===== config.mk =====
export PLATFORM = sky130hd
export DESIGN_NAME = duty_meas_ctrl_flat
export DESIGN_NICKNAME = d
export VERILOG_FILES = /design/src/rtl/duty_meas_ctrl_pkg.sv /design/src/rtl/duty_meas_ctrl_if.sv /design/src/rtl/duty_meas_ctrl_edge_sync.sv /design/src/rtl/duty_meas_ctrl.sv /design/src/flat_wrapper.sv
export SDC_FILE = /design/constraint.sdc
export NUM_CORES = 1
export LEC_CHECK = 0
export BUFFER_PORTS_ARGS = -buffer_cell sky130_fd_sc_hd__buf_2
export CORE_MARGIN = 10
export CORE_UTILIZATION = 50
export CTS_BUF_LIST = sky130_fd_sc_hd__clkbuf_8 sky130_fd_sc_hd__clkbuf_16
export DETAILED_ROUTE_END_ITERATION = 12
export GPL_TIMING_DRIVEN = 0
export PLACE_DENSITY = 0.73
export SYNTH_ARGS = -nofsm -noshare
export SYNTH_HDL_FRONTEND = slang
export SYNTH_SLANG_ARGS = --single-unit

===== constraint.sdc =====
create_clock -name inclk0 -period 3.45 [get_ports inclk0]
set_input_delay 0.1725 -clock inclk0 [delete_from_list [all_inputs] [get_ports inclk0]]
set_output_delay 0.1725 -clock inclk0 [all_outputs]
set_load 0.01 [all_outputs]

===== src/rtl/duty_meas_ctrl_pkg.sv =====
// Shared definitions for the duty-cycle measurement controller.
// Holds the FSM state encoding and the default counter width and period
// limits. The display path uses the same period limits.
package duty_meas_ctrl_pkg;

  localparam int CNT_W_DEF = 16;
  localparam int T_MIN_DEF = 20;
  localparam int T_MAX_DEF = 500;

  typedef enum logic [2:0] {
    S_IDLE = 3'd0,
    S_ARM  = 3'd1,
    S_HIGH = 3'd2,
    S_LOW  = 3'd3,
    S_DONE = 3'd4,
    S_HOLD = 3'd5
  } state_t;

endpackage


===== src/rtl/duty_meas_ctrl_if.sv =====
// Control and result bundle of the duty-cycle measurement controller.
//   start, auto_en           : requests from the controlling side
//   tH, T                    : last good high time and period, in ticks
//   valid                    : one-cycle pulse when tH/T update
//   timeout, range_err, busy : status flags
// master = controlling side, slave = measurement controller.
interface duty_meas_ctrl_if
  import duty_meas_ctrl_pkg::*;
#(
  parameter int CNT_W = CNT_W_DEF
);
  logic             start;
  logic             auto_en;
  logic [CNT_W-1:0] tH;
  logic [CNT_W-1:0] T;
  logic             valid;
  logic             timeout;
  logic             range_err;
  logic             busy;

  modport master (
    output start, auto_en,
    input  tH, T, valid, timeout, range_err, busy
  );

  modport slave (
    input  start, auto_en,
    output tH, T, valid, timeout, range_err, busy
  );
endinterface


===== src/rtl/duty_meas_ctrl_edge_sync.sv =====
// edge_sync: brings an asynchronous level into the clock domain and
// reports its edges.
//   clk   : clock
//   rst_n : synchronous reset, active-low
//   d     : asynchronous input level
//   rise  : one-cycle pulse on a 0->1 transition of the synchronised level
//   fall  : one-cycle pulse on a 1->0 transition of the synchronised level
// Both edges pass through the same three flops, so the distance between
// a rise and the following fall equals the pin pulse width in ticks.
module edge_sync (
  input  logic clk,
  input  logic rst_n,
  input  logic d,
  output logic rise,
  output logic fall
);
  logic s1, s2, s3;

  always_ff @(posedge clk) begin
    if (!rst_n) begin
      s1 <= 1'b0;
      s2 <= 1'b0;
      s3 <= 1'b0;
    end else begin
      s1 <= d;
      s2 <= s1;
      s3 <= s2;
    end
  end

  assign rise = s2 & ~s3;
  assign fall = ~s2 & s3;
endmodule


===== src/rtl/duty_meas_ctrl.sv =====
// duty_meas_ctrl: runs one timed duty-cycle measurement of ft per cycle:
// arm, count high time, count low time, publish, hold, optionally re-arm.
//   inclk0 : clock (100 MHz PLL output, 10 ns per tick)
//   rst_n  : synchronous reset, active-low
//   ft     : measured signal, asynchronous
//   bus    : start/auto_en requests in; tH, T, valid, timeout,
//            range_err, busy out
module duty_meas_ctrl
  import duty_meas_ctrl_pkg::*;
#(
  parameter int CNT_W    = CNT_W_DEF,
  parameter int T_MIN    = T_MIN_DEF,
  parameter int T_MAX    = T_MAX_DEF,
  parameter int TMO_MAX  = 65535,
  parameter int HOLD_CYC = 1000000
) (
  input  logic                inclk0,
  input  logic                rst_n,
  input  logic                ft,
  duty_meas_ctrl_if.slave     bus
);
  localparam int HOLD_W = (HOLD_CYC > 1) ? $clog2(HOLD_CYC) : 1;
  localparam logic [CNT_W-1:0]  T_MIN_C   = CNT_W'(T_MIN);
  localparam logic [CNT_W-1:0]  T_MAX_C   = CNT_W'(T_MAX);
  localparam logic [CNT_W-1:0]  TMO_LAST  = CNT_W'(TMO_MAX - 1);
  localparam logic [HOLD_W-1:0] HOLD_LAST = HOLD_W'(HOLD_CYC - 1);

  state_t             state;
  logic [CNT_W-1:0]   hcnt, lcnt, tmo_cnt;
  logic [HOLD_W-1:0]  hold_cnt;
  logic [CNT_W-1:0]   th_r, t_r;
  logic               valid_r, timeout_r, rerr_r;
  logic               rise, fall;

  logic [CNT_W:0]     t_sum;
  logic               t_sat;
  logic [CNT_W-1:0]   t_val;
  logic               rerr_next;

  function automatic logic [CNT_W-1:0] sat_inc(input logic [CNT_W-1:0] v);
    return (v == {CNT_W{1'b1}}) ? v : v + 1'b1;
  endfunction

  edge_sync u_sync (
    .clk  (inclk0),
    .rst_n(rst_n),
    .d    (ft),
    .rise (rise),
    .fall (fall)
  );

  // Period sum carries one extra bit so an overflow clamps instead of wrapping.
  always_comb begin
    t_sum     = {1'b0, hcnt} + {1'b0, lcnt};
    t_sat     = t_sum[CNT_W];
    t_val     = t_sat ? {CNT_W{1'b1}} : t_sum[CNT_W-1:0];
    rerr_next = t_sat || (t_val < T_MIN_C) || (t_val > T_MAX_C);
  end

  // Result registers load on the closing rise so that tH/T are already
  // stable during the DONE cycle in which valid is high.
  always_ff @(posedge inclk0) begin
    if (!rst_n) begin
      state     <= S_IDLE;
      hcnt      <= '0;
      lcnt      <= '0;
      tmo_cnt   <= '0;
      hold_cnt  <= '0;
      th_r      <= '0;
      t_r       <= '0;
      valid_r   <= 1'b0;
      timeout_r <= 1'b0;
      rerr_r    <= 1'b0;
    end else begin
      valid_r <= 1'b0;
      case (state)
        S_IDLE: begin
          tmo_cnt <= '0;
          if (bus.start || bus.auto_en) state <= S_ARM;
        end
        S_ARM, S_HIGH, S_LOW: begin
          // Timeout is tested first so it wins over a simultaneous edge.
          if (tmo_cnt == TMO_LAST) begin
            timeout_r <= 1'b1;
            hold_cnt  <= '0;
            state     <= S_HOLD;
          end else begin
            tmo_cnt <= tmo_cnt + 1'b1;
            case (state)
              S_ARM: begin
                if (rise) begin
                  hcnt  <= CNT_W'(1);
                  state <= S_HIGH;
                end
              end
              S_HIGH: begin
                if (fall) begin
                  lcnt  <= CNT_W'(1);
                  state <= S_LOW;
                end else begin
                  hcnt <= sat_inc(hcnt);
                end
              end
              S_LOW: begin
                if (rise) begin
                  th_r      <= hcnt;
                  t_r       <= t_val;
                  rerr_r    <= rerr_next;
                  timeout_r <= 1'b0;
                  valid_r   <= 1'b1;
                  state     <= S_DONE;
                end else begin
                  lcnt <= sat_inc(lcnt);
                end
              end
              default: ;
            endcase
          end
        end
        S_DONE: begin
          hold_cnt <= '0;
          state    <= S_HOLD;
        end
        S_HOLD: begin
          if (hold_cnt == HOLD_LAST) begin
            tmo_cnt <= '0;
            state   <= bus.auto_en ? S_ARM : S_IDLE;
          end else begin
            hold_cnt <= hold_cnt + 1'b1;
          end
        end
        default: state <= S_IDLE;
      endcase
    end
  end

  assign bus.tH        = th_r;
  assign bus.T         = t_r;
  assign bus.valid     = valid_r;
  assign bus.timeout   = timeout_r;
  assign bus.range_err = rerr_r;
  assign bus.busy      = (state != S_IDLE);
endmodule

===== src/flat_wrapper.sv =====
// flat-port wrapper written by rule: the top's interface ports become plain ports
module duty_meas_ctrl_flat import duty_meas_ctrl_pkg::*;
#(
  parameter int CNT_W    = CNT_W_DEF,
  parameter int T_MIN    = T_MIN_DEF,
  parameter int T_MAX    = T_MAX_DEF,
  parameter int TMO_MAX  = 65535,
  parameter int HOLD_CYC = 1000000
)
  (inclk0, rst_n, ft, bus_start, bus_auto_en, bus_tH, bus_T, bus_valid, bus_timeout, bus_range_err, bus_busy);
  duty_meas_ctrl_if #(.CNT_W(CNT_W)) bus_i ();
  input  logic inclk0;
  input  logic rst_n;
  input  logic ft;
  input wire logic [$bits(bus_i.start)-1:0] bus_start;
  input wire logic [$bits(bus_i.auto_en)-1:0] bus_auto_en;
  output wire logic [$bits(bus_i.tH)-1:0] bus_tH;
  output wire logic [$bits(bus_i.T)-1:0] bus_T;
  output wire logic [$bits(bus_i.valid)-1:0] bus_valid;
  output wire logic [$bits(bus_i.timeout)-1:0] bus_timeout;
  output wire logic [$bits(bus_i.range_err)-1:0] bus_range_err;
  output wire logic [$bits(bus_i.busy)-1:0] bus_busy;
  assign bus_i.start = bus_start;
  assign bus_i.auto_en = bus_auto_en;
  assign bus_tH = bus_i.tH;
  assign bus_T = bus_i.T;
  assign bus_valid = bus_i.valid;
  assign bus_timeout = bus_i.timeout;
  assign bus_range_err = bus_i.range_err;
  assign bus_busy = bus_i.busy;
  duty_meas_ctrl #(.CNT_W(CNT_W), .T_MIN(T_MIN), .T_MAX(T_MAX), .TMO_MAX(TMO_MAX), .HOLD_CYC(HOLD_CYC)) u_core (.inclk0(inclk0), .rst_n(rst_n), .ft(ft), .bus(bus_i));
endmodule

# ---- Word-level counts from Yosys, hierarchy flattened
# Cells that the tools add are included.
dict set report op_classes {
  n_lt_le_gt_ge 2
  mux 28
  addsub 5
  bitwise 8
  reduce_logical 20
  eq_ne 24
}
# cell count
set op_table {}
lappend op_table {{$mux 16} 9}
lappend op_table {{$pmux 16 s2} 2}
lappend op_table {{$pmux 20 s3} 1}
lappend op_table {{$add 16x1->16 const B} 3}
lappend op_table {{$eq 16x16->1 const B} 3}
lappend op_table {{$pmux 16 s3} 1}
lappend op_table {{$mux 20} 2}
lappend op_table {{$add 20x1->20 const B} 1}
lappend op_table {{$eq 20x20->1 const B} 1}
lappend op_table {{$mux 3} 6}
lappend op_table {{$reduce_and 6->1} 3}
lappend op_table {{$add 16x16->17} 1}
lappend op_table {{$gt 16x9->1 const B} 1}
lappend op_table {{$lt 16x5->1 const B} 1}
lappend op_table {{$ne 2x2->1 const B} 6}
lappend op_table {{$ne 4x2->1 const B} 3}
lappend op_table {{$pmux 3 s4} 1}
lappend op_table {{$ne 2x1->1 const B} 5}
lappend op_table {{$pmux 3 s3} 1}
lappend op_table {{$reduce_and 3->1} 3}
lappend op_table {{$reduce_bool 3->1} 3}
lappend op_table {{$reduce_bool 2->1} 4}
lappend op_table {{$eq 3x2->1 const B} 2}
lappend op_table {{$eq 3x3->1 const B} 2}
lappend op_table {{10 further kinds} 22}
dict set report word_totals {
  reg_bits 109
  inputBits 5
}

# ---- Logic depth before layout (Yosys ltp)
# Gate-level depths: netlist (run 1).
dict set report logic_depth {
  depth_word 6
  depth_mapped 9
  mapped_depth_nobuf 9
}

# ---- By module
# Synthesis (run 1) repeated with hierarchy kept, for this count alone.
dict set report unflattened {
  hier_cells 631
  hier_area_um2 5491.5
}
# mod seq_area_each_um2 cells_each area_per_inst_um2 instances
set by_module_without_submodules {}
lappend by_module_without_submodules {duty_meas_ctrl 2122.0 623 5400.2 1}
lappend by_module_without_submodules {edge_sync 60.1 8 91.3 1}

# ---- Worst setup path before layout (run 1)
# OpenSTA, ideal clock, no wires.
dict set report synth_path {
  kind {register to register}
  startpoint {register u_core.lcnt[0]}
  endpoint {register u_core.rerr_r, in the netlist u_core.bus.range_err}
  setup_slack_ns 0.962
  t_arrival_ns 2.361
  period_less_slack_ns 2.488
  n_path_buf 0
  required_time_ns 3.323
  stages_incl_launch_ff 10
  path_cell_list {dfxtp_1 > ha_1 > fa_1 > a211oi_2 > o211ai_2 > a2111oi_0 > nor3_1 > xnor2_1 > nor4bb_1 > a31oi_1}
}
dict set report synth_between {
  elab_chain_len 5
  word_cells_on_any_way 6
  classes_between {add/sub (1); order compare (2); mux (1); reduce/logical (2)}
}
# element line
set synth_rtl {}
lappend synth_rtl {{from (decl)} duty_meas_ctrl.sv:29} ;# logic [CNT_W-1:0] hcnt, lcnt, tmo_cnt;
lappend synth_rtl {{from (signal assigned)} duty_meas_ctrl.sv:113} ;# lcnt <= sat_inc(lcnt);
lappend synth_rtl {{$add 16x16->17 (*)} duty_meas_ctrl.sv:54} ;# t_sum = {1'b0, hcnt} + {1'b0, lcnt};
lappend synth_rtl {{$mux 16} duty_meas_ctrl.sv:56} ;# t_val = t_sat ? {CNT_W{1'b1}} : t_sum[CNT_W-1:0];
lappend synth_rtl {{$lt 16x5->1} duty_meas_ctrl.sv:57} ;# rerr_next = t_sat || (t_val < T_MIN_C) || (t_val > T_MAX_C);
lappend synth_rtl {{$logic_or 1x1->1} duty_meas_ctrl.sv:57}
lappend synth_rtl {{$logic_or 1x1->1 (*)} duty_meas_ctrl.sv:57}
lappend synth_rtl {{to (signal assigned)} duty_meas_ctrl.sv:108} ;# rerr_r <= rerr_next;
lappend synth_rtl {{to (decl)} duty_meas_ctrl.sv:32} ;# logic valid_r, timeout_r, rerr_r;
# Mark *: on every way between the ends. The rest lies on a longest branch, timed or not.
# A chain may end at the register's enable or synchronous reset.

# ---- Worst setup path in the final report (run 1)
dict set report layout_path {
  startpoint {register u_core.hcnt[0]}
  endpoint {register u_core.rerr_r, in the netlist u_core.bus.range_err}
}
dict set report layout_between {
  elab_chain_len 5
  word_cells_on_any_way 6
  classes_between {add/sub (1); order compare (2); mux (1); reduce/logical (2)}
}
# element line
set layout_rtl {}
lappend layout_rtl {{from (decl)} duty_meas_ctrl.sv:29}
lappend layout_rtl {{from (signal assigned)} duty_meas_ctrl.sv:101} ;# hcnt <= sat_inc(hcnt);
lappend layout_rtl {{$add 16x16->17 (*)} duty_meas_ctrl.sv:54}
lappend layout_rtl {{$mux 16} duty_meas_ctrl.sv:56}
lappend layout_rtl {{$lt 16x5->1} duty_meas_ctrl.sv:57}
lappend layout_rtl {{$logic_or 1x1->1} duty_meas_ctrl.sv:57}
lappend layout_rtl {{$logic_or 1x1->1 (*)} duty_meas_ctrl.sv:57}
# Marked as above.

==> flow_metrics.env, run 1 <==
export IMPL_run_status="finished, final reports clean"
export IMPL_sort_of_element_at_the_start_of_the_critical_path="register"
export IMPL_cts_sinks=109
export IMPL_die_y_um=127
export IMPL_power_density_nw_per_um2=391
export IMPL_firstDrtPassIters=4
export IMPL_timing_final_crit_share_pct=86.5
export IMPL_design_area_um2=6430
export IMPL_drt_wirelength_per_cell_um=15.6
export IMPL_number_of_different_library_cells_in_the_post_synthesis_netlist=73
export IMPL_comb_power_share_pct=3.4
export IMPL_cts_repair_resize_count=0
export IMPL_path_delay_family="compound AO/OA/AOI/OAI gates"
export IMPL_cp_buffers_inverters=0
export IMPL_synth_enable_flop_cells=0
export IMPL_power_share_clock_pct=46.1
export IMPL_cts_htree_levels=3
export IMPL_synth_async_sr_flop_share_pct=0
export IMPL_timing_final_hold_violations=0
export IMPL_dieWidth_um=127
export IMPL_route_detailed_drc=0
export IMPL_worst_setup_path_type="reg -> reg"
export IMPL_fin_setup_tns_ps=0
export IMPL_routed_via_count=5048
export IMPL_met2_length_mm=6.74
export IMPL_share_of_cells_above_drive_strength_1_pct=12.7
export IMPL_setup_violations_final=0
export IMPL_portBuffers=39
export IMPL_cts_hold_buffers=0
export IMPL_start_util_pct=50.6
export IMPL_placementRows=39
export IMPL_dominantRegCellSynth="dfxtp_1"
export IMPL_grtUsageTotal_pct=17.4
export IMPL_design_die_area_um2=16100
export IMPL_clock_skew_ps=11.1
export IMPL_gp_congestion=0.884
export IMPL_critical_path_max_stage_delay_ps=440
export IMPL_tritoncts_clock_tree="done"
export IMPL_ir_worst_vdd_uv=317
export IMPL_finalNonFillerCells=885
export IMPL_intPower_mw=1.95
export IMPL_design_portCount=41
export IMPL_vias_per_cell=5.70
export IMPL_first_global_vias=5059
export IMPL_timing_critical_path_cells="ha_1, fa_1, a211oi_2, o211ai_2, a2111o_1, o21ai_0, o311ai_1, nor4bb_1, a31oi_1"
export IMPL_p_total_mw=2.52
export IMPL_synth_top_family_by_area="simple AND/OR/NAND/NOR gates"
export IMPL_post_synth_fa_ha_maj_area_fraction_pct=4.94
export IMPL_initial_antenna_violation_count=0
export IMPL_synthXorXnorAreaFrac_pct=10.7
export IMPL_actual_transition_at_the_worst_max_transition_pin_ps=746
export IMPL_switching_power_mw=0.563
export IMPL_cts_buffers=9
export IMPL_yosys_mux_area_fraction_pct=0.546
export IMPL_cts_root_buf="clkbuf_16"
export IMPL_crit_slowest_cell="fa_1"
export IMPL_netlist_instances=687
export IMPL_met3WireLength_um=521
export IMPL_cts_clk_slew_worst_paths_ps=70
export IMPL_cap_violations=0
export IMPL_grt_first_pass_wirelength_mm=23.7
export IMPL_postSynthNetCount=714
export IMPL_critical_path_required_ps=3690
export IMPL_seqPwrFrac_pct=50.5
export IMPL_post_route_minimum_period_ps=2980
export IMPL_core_um2=11300
export IMPL_synth_cell_area_um2=5720
export IMPL_drt_first_iter_violations=279
export IMPL_hpwl_mm=10.5
export IMPL_grt_start_max_net_pins=19
export IMPL_highest_layer="met4"
export IMPL_cts_max_path_buffers=2
export IMPL_whs_ps=16.3
export IMPL_number_of_antenna_repair_diodes=0
export IMPL_crit_path_max_fanout=6
export IMPL_avgSynthCellArea_um2=8.33
export IMPL_cts_repair_timing_setup_buffer_count=0
export IMPL_postPlaceCellArea_um2=6100
export IMPL_grt_overflow_total=0
export IMPL_ys_warn_count=0
export IMPL_fraction_of_the_mapped_netlist_area_in_compound_gates_pct=15.2
export IMPL_route_final_wire_length_mm=13.8
export IMPL_min_delay_path_class="in -> reg"
export IMPL_flow_area_growth_from_synthesis_pct=12.4
export IMPL_placed_cells=869
export IMPL_ys_seq_elements=109
export IMPL_insertion_delay_ps=360
export IMPL_slew_headroom_pct=49.9
export IMPL_rsz0062_at_grt="false"
export IMPL_slew_viol_final=0
export IMPL_max_freq_mhz=335
export IMPL_total_leakage_power_nw=2.49
export IMPL_crit_end_element="register"
export IMPL_synth_yosys_seq_area_share_pct=38.1
export IMPL_final_antenna_net_count=0
export IMPL_cp_arrival_ps=3220
export IMPL_met1_length_mm=6.13
export IMPL_power_switching_fraction_pct=22.4
export IMPL_fraction_of_the_mapped_netlist_area_in_simple_logic_gates_pct=27.1
export IMPL_finalNetCount=764
-- power by group through the flow --
| stage | sequential [mW] | combinational (mW) | clock (mW) |
|---|---|---|---|
| after CTS | 1.27 | 0.0844 | 1.17 |
| after global placement | 1.30 | 0.0822 | 0 |
| after global routing | 1.27 | 0.0940 | 1.21 |
| after floorplan | 1.30 | 0.0604 | 0 |
| after detailed placement | 1.30 | 0.0837 | 0 |
| final | 1.27 | 0.0852 | 1.16 |
-- per-layer routing --
| layer | up-vias | global-route usage (%) |
|---|---|---|
| met4 | 0 | 8.37 |
| met5 | - | 0 |
| li1 | 2494 | - |
| met3 | 24 | 2.85 |
| met1 | 2432 | 20.6 |
| met2 | 98 | 29.8 |
-- layout by cell type (no fill, tap or decap), types with 3 or more instances in the layout --
master | synthesis | routed
and3_1 | 10 | 10
a21oi_1 | 44 | 44
nand2_1 | 70 | 70
o21ai_1 | 5 | 5
o21ai_0 | 27 | 27
nor3_2 | 4 | 4
xnor2_1 | 37 | 37
dfxtp_1 | 109 | 109
inv_1 | 20 | 20
nor3_1 | 17 | 17
o21a_1 | 3 | 3
nand2b_1 | 3 | 3
clkinv_4 | 0 | 3
a21o_1 | 7 | 7
or3_1 | 4 | 4
ha_1 | 21 | 21
or2_2 | 3 | 3
clkbuf_16 | 0 | 9
and4_1 | 12 | 12
o211ai_1 | 6 | 6
xor2_1 | 33 | 33
nor2_1 | 111 | 111
buf_2 | 9 | 48
nand4_1 | 17 | 17
and2_1 | 6 | 6
nand3_1 | 28 | 28
nor2b_1 | 4 | 4
clkbuf_1 | 16 | 16
nor3b_1 | 4 | 4
-- worst paths after layout --
kind / startpoint / depth (start not counted) / end / slack, ps
min: ft / 2 / u_core.u_sync.s1 / 20
max reg2reg: u_core.hcnt[0] / 9 / u_core.bus.range_err / 470
max: u_core.hcnt[0] / 9 / u_core.bus.range_err / 470
min reg2reg: u_core.u_sync.s1 / 1 / u_core.u_sync.s2 / 460
-- final cells by class --
class                      instances  area (um2)
sequential                       109        2180
timing repair buffer              39         195
inverter                          21        78.8
multi-input combinational        531        3350
clock buffer                      10         239
tap                              143         179
buffer                            26         116
fill                            1050        4890
clock inverter                     6        95.1
-- kinds of logic (layout without fill, tap and decap cells) --
| logic type | count (synthesis) | count (layout) |
|---|---|---|
| AO/OA/AOI/OAI | 128 | 128 |
| XOR/XNOR | 70 | 70 |
| flip-flops | 109 | 109 |
| AND/OR/NAND/NOR | 308 | 308 |
| multiplexers | 3 | 3 |
| buffers and inverters | 47 | 102 |
| adder cells (fa/ha/maj) | 22 | 22 |
-- Yosys cell counts, drive strengths merged (5+ instances only) --
cell type / n / area share [%]
dfxtp: 109 / 38
ha: 21 / 4.6
nor2: 111 / 7.3
and3: 10 / 1.1
and2: 6 / 0.66
nor3b: 5 / 0.74
a21oi: 45 / 4.0
clkbuf: 16 / 1.0
nand3: 30 / 2.8
inv: 20 / 1.3
o21ai: 32 / 2.8
nand4: 18 / 2.2
buf: 10 / 0.98
and4: 13 / 2.0
xor2: 33 / 5.0
nand2: 70 / 4.6
o211ai: 8 / 1.2
nor3: 21 / 2.2
a21o: 7 / 0.92
xnor2: 37 / 5.7
-- flip-flops by register name (all words and copies together) (netlist names), 3 cells and up --
signal           flops
u_core.hcnt         16
u_core.lcnt         16
u_core.bus.tH       16
u_core.state         3
u_core.tmo_cnt      16
u_core.bus.T        16
u_core.hold_cnt     20
-- through the flow --
| stage | util (%) | setup WS, ps |
|---|---|---|
| 5_1_grt | 56.8 | 197 |
| 3_5_place_dp | 53.9 | 560 |
| 2_1_floorplan | - | 962 |
| 4_1_cts | 56.8 | 520 |
| 3_3_place_gp | 53.9 | 546 |
| 6_report | 56.8 | 467 |
(Power assumes the default switching activity.)
==> run 2: changes to the inputs <==
--- a/config.mk
+++ b/config.mk
@@ -7,11 +7,11 @@
 export LEC_CHECK = 0
 export BUFFER_PORTS_ARGS = -buffer_cell sky130_fd_sc_hd__buf_2
 export CORE_MARGIN = 10
-export CORE_UTILIZATION = 50
+export CORE_UTILIZATION = 25
 export CTS_BUF_LIST = sky130_fd_sc_hd__clkbuf_8 sky130_fd_sc_hd__clkbuf_16
 export DETAILED_ROUTE_END_ITERATION = 12
 export GPL_TIMING_DRIVEN = 0
-export PLACE_DENSITY = 0.73
+export PLACE_DENSITY = 0.45
 export SYNTH_ARGS = -nofsm -noshare
 export SYNTH_HDL_FRONTEND = slang
 export SYNTH_SLANG_ARGS = --single-unit
==> constraint.sdc (replaced) <==
create_clock -name inclk0 -period 3.45 [get_ports inclk0]
set_input_delay 0.1725 -clock inclk0 [delete_from_list [all_inputs] [get_ports inclk0]]
set_output_delay 0.1725 -clock inclk0 [all_outputs]
set_load 0.005 [all_outputs]
==> run 2 against run 1 <==
  * Non-clock buffer count unchanged
  * Largest power group unchanged
  * Critical path depth unchanged
  * Clock skew down 1.7 ps
  * Total power is 2.6% lower
  * Wire length grew 11%
  * Largest cell class unchanged
==> flow_metrics.env, run 2 (synthesized netlist as in run 1, its figures left out) <==
export IMPL_run_status="finished, final reports clean"
export IMPL_finalNonFillerCells=1026
export IMPL_portBuffers=39
export IMPL_r2r_cells=9
export IMPL_fill_cells=2452
export IMPL_min_delay_path_class="in -> reg"
export IMPL_flow_area_growth_from_synthesis_pct=15.0
export IMPL_hpwl_mm=11.6
export IMPL_number_of_antenna_repair_diodes=0
export IMPL_firstDrtPassIters=4
export IMPL_initial_antenna_violation_count=0
export IMPL_r2r_setup_slk_ps=500
export IMPL_cp_buffers_inverters=0
export IMPL_crit_end_element="register"
export IMPL_total_leakage_power_nw=2.47
export IMPL_cts_hold_buffers=0
export IMPL_max_flop_register="u_core.hold_cnt"
export IMPL_worst_setup_path_type="reg -> reg"
export IMPL_timing_critical_path_cells="ha_1, fa_1, a211oi_2, o211ai_2, a2111oi_0, nor3_1, xnor2_1, nor4bb_1, a31oi_1"
export IMPL_seqPwrFrac_pct=51.8
export IMPL_route_detailed_drc=0
export IMPL_power_density_nw_per_um2=372
export IMPL_timing_final_crit_share_pct=85.6
export IMPL_actual_transition_at_the_worst_max_transition_pin_ps=785
export IMPL_cts_sinks=109
export IMPL_critical_path_reg2reg_endpoint="u_core.bus.range_err"
export IMPL_drt_wirelength_per_cell_um=14.9
export IMPL_share_of_cells_above_drive_strength_1_pct=12.6
export IMPL_crit_path_max_fanout=6
export IMPL_post_route_minimum_period_ps=2950
export IMPL_placed_cells=1011
export IMPL_critical_path_max_stage_delay_ps=470
export IMPL_power_share_clock_pct=44.7
export IMPL_power_switching_fraction_pct=23.3
export IMPL_critical_path_required_ps=3680
export IMPL_insertion_delay_ps=350
export IMPL_drt_first_iter_violations=226
export IMPL_cts_buffers=9
export IMPL_design_area_um2=6580
export IMPL_max_freq_mhz=339
export IMPL_final_core_utilization_pct=29.2
export IMPL_comb_power_share_pct=3.5
export IMPL_cts_clk_slew_worst_paths_ps=80
export IMPL_placementRows=55
export IMPL_postPlaceCellArea_um2=6280
export IMPL_p_total_mw=2.45
export IMPL_die_y_um=171
export IMPL_vias_per_cell=4.62
export IMPL_switching_power_mw=0.572
export IMPL_finalNetCount=764
export IMPL_largest_register_ff_count=20
export IMPL_grt_start_max_net_pins=19
export IMPL_crit_slowest_cell="a2111oi_0"
export IMPL_slew_viol_final=0
export IMPL_gp_congestion=0.774
export IMPL_setup_violations_final=0
export IMPL_path_delay_family="compound AO/OA/AOI/OAI gates"
export IMPL_grt_first_pass_wirelength_mm=25.4
export IMPL_routed_via_count=4741
export IMPL_cts_repair_timing_setup_buffer_count=0
export IMPL_timing_final_hold_violations=0
export IMPL_fin_setup_tns_ps=0
export IMPL_slew_headroom_pct=47.2
export IMPL_min_delay_path_depth=2
export IMPL_design_die_area_um2=29300
export IMPL_first_global_vias=4709
export IMPL_cts_htree_levels=3
export IMPL_start_util_pct=25.4
export IMPL_min_delay_start="ft"
export IMPL_cts_max_path_buffers=2
export IMPL_design_portCount=41
export IMPL_dieWidth_um=171
export IMPL_clock_skew_ps=9.31
export IMPL_cp_arrival_ps=3180
export IMPL_worstReg2RegStart="u_core.lcnt[0]"
export IMPL_sort_of_element_at_the_start_of_the_critical_path="register"
export IMPL_route_final_wire_length_mm=15.3
export IMPL_cap_violations=0
export IMPL_tritoncts_clock_tree="done"
export IMPL_intPower_mw=1.88
export IMPL_rsz0062_at_grt="false"
export IMPL_cts_repair_resize_count=0
export IMPL_final_cell_mix="111 x nor2_1, 109 x dfxtp_1, 70 x nand2_1"
export IMPL_mostFrequentLayoutCell="nor2_1"
export IMPL_grt_overflow_total=0
export IMPL_core_um2=22600
export IMPL_grtUsageTotal_pct=10.8
export IMPL_worstHoldEndpoint="u_core.u_sync.s1"
export IMPL_final_antenna_net_count=0
export IMPL_ir_worst_vdd_uv=201
export IMPL_cts_root_buf="clkbuf_16"
## run 2: changes by cell type in the layout (fill, tap and decap cells not counted), sizes merged
cell and change:
inv +2, clkinv -2, bufinv -1
## run 2: worst max path at each step
stage	depth (start not counted)	endpoint	slack (ps)	from
detailed placement	9	u_core.bus.range_err	540	u_core.hcnt[0]
global placement	9	u_core.bus.range_err	560	u_core.hcnt[0]
floorplan	9	u_core.bus.range_err	960	u_core.lcnt[0]
global route	9	u_core.bus.range_err	210	u_core.lcnt[0]
finish	9	u_core.bus.range_err	500	u_core.lcnt[0]
CTS	9	u_core.bus.range_err	490	u_core.lcnt[0]
## run 2: worst reg2reg max path, delay by kind of cell (launching register included)
| kind | cells | cell delay (ps) |
|---|---|---|
| xor gates and xnor gates | 1 | 290 |
| DFF | 1 | 360 |
| AOI/OAI and AO/OA | 4 | 1130 |
| and+or+nand+nor | 2 | 380 |
| adders and majority gates | 2 | 670 |
## run 2: final cells by class
class	instances	area, um2	area share, %
flip-flops and latches	109	2180	33.2
plain buffers	26	116	1.77
clock inverters	5	65.1	0.989
clock buffers	10	239	3.63
multi-input cells	531	3350	50.9
inverters	21	78.8	1.20
repair buffers	39	195	2.97
well taps	285	357	5.42
## run 2: stage by stage
stage / hold slack (ps) / setup WS [ps]
2_1_floorplan: 300 / 962
3_3_place_gp: 411 / 556
3_5_place_dp: 411 / 542
4_1_cts: 33.2 / 494
5_1_grt: 41.5 / 208
6_report: 41.1 / 497
## run 2: power groups by stage
stage | sequential (mW) | clock [mW] | combinational [mW]
2_1_floorplan | 1.30 | 0 | 0.0598
3_3_place_gp | 1.30 | 0 | 0.0900
3_5_place_dp | 1.30 | 0 | 0.0894
4_1_cts | 1.27 | 1.15 | 0.0898
5_1_grt | 1.27 | 1.19 | 0.0997
6_report | 1.27 | 1.09 | 0.0865
## run 2: layer usage
metal / vias to the layer above / wire, um / track usage [%]
li1: 2499 / - / -
met1: 2186 / 7630 / 14.4
met2: 48 / 6860 / 17.0
met3: 8 / 643 / 3.07
met4: 0 / 138 / 2.53
met5: - / 0 / 0
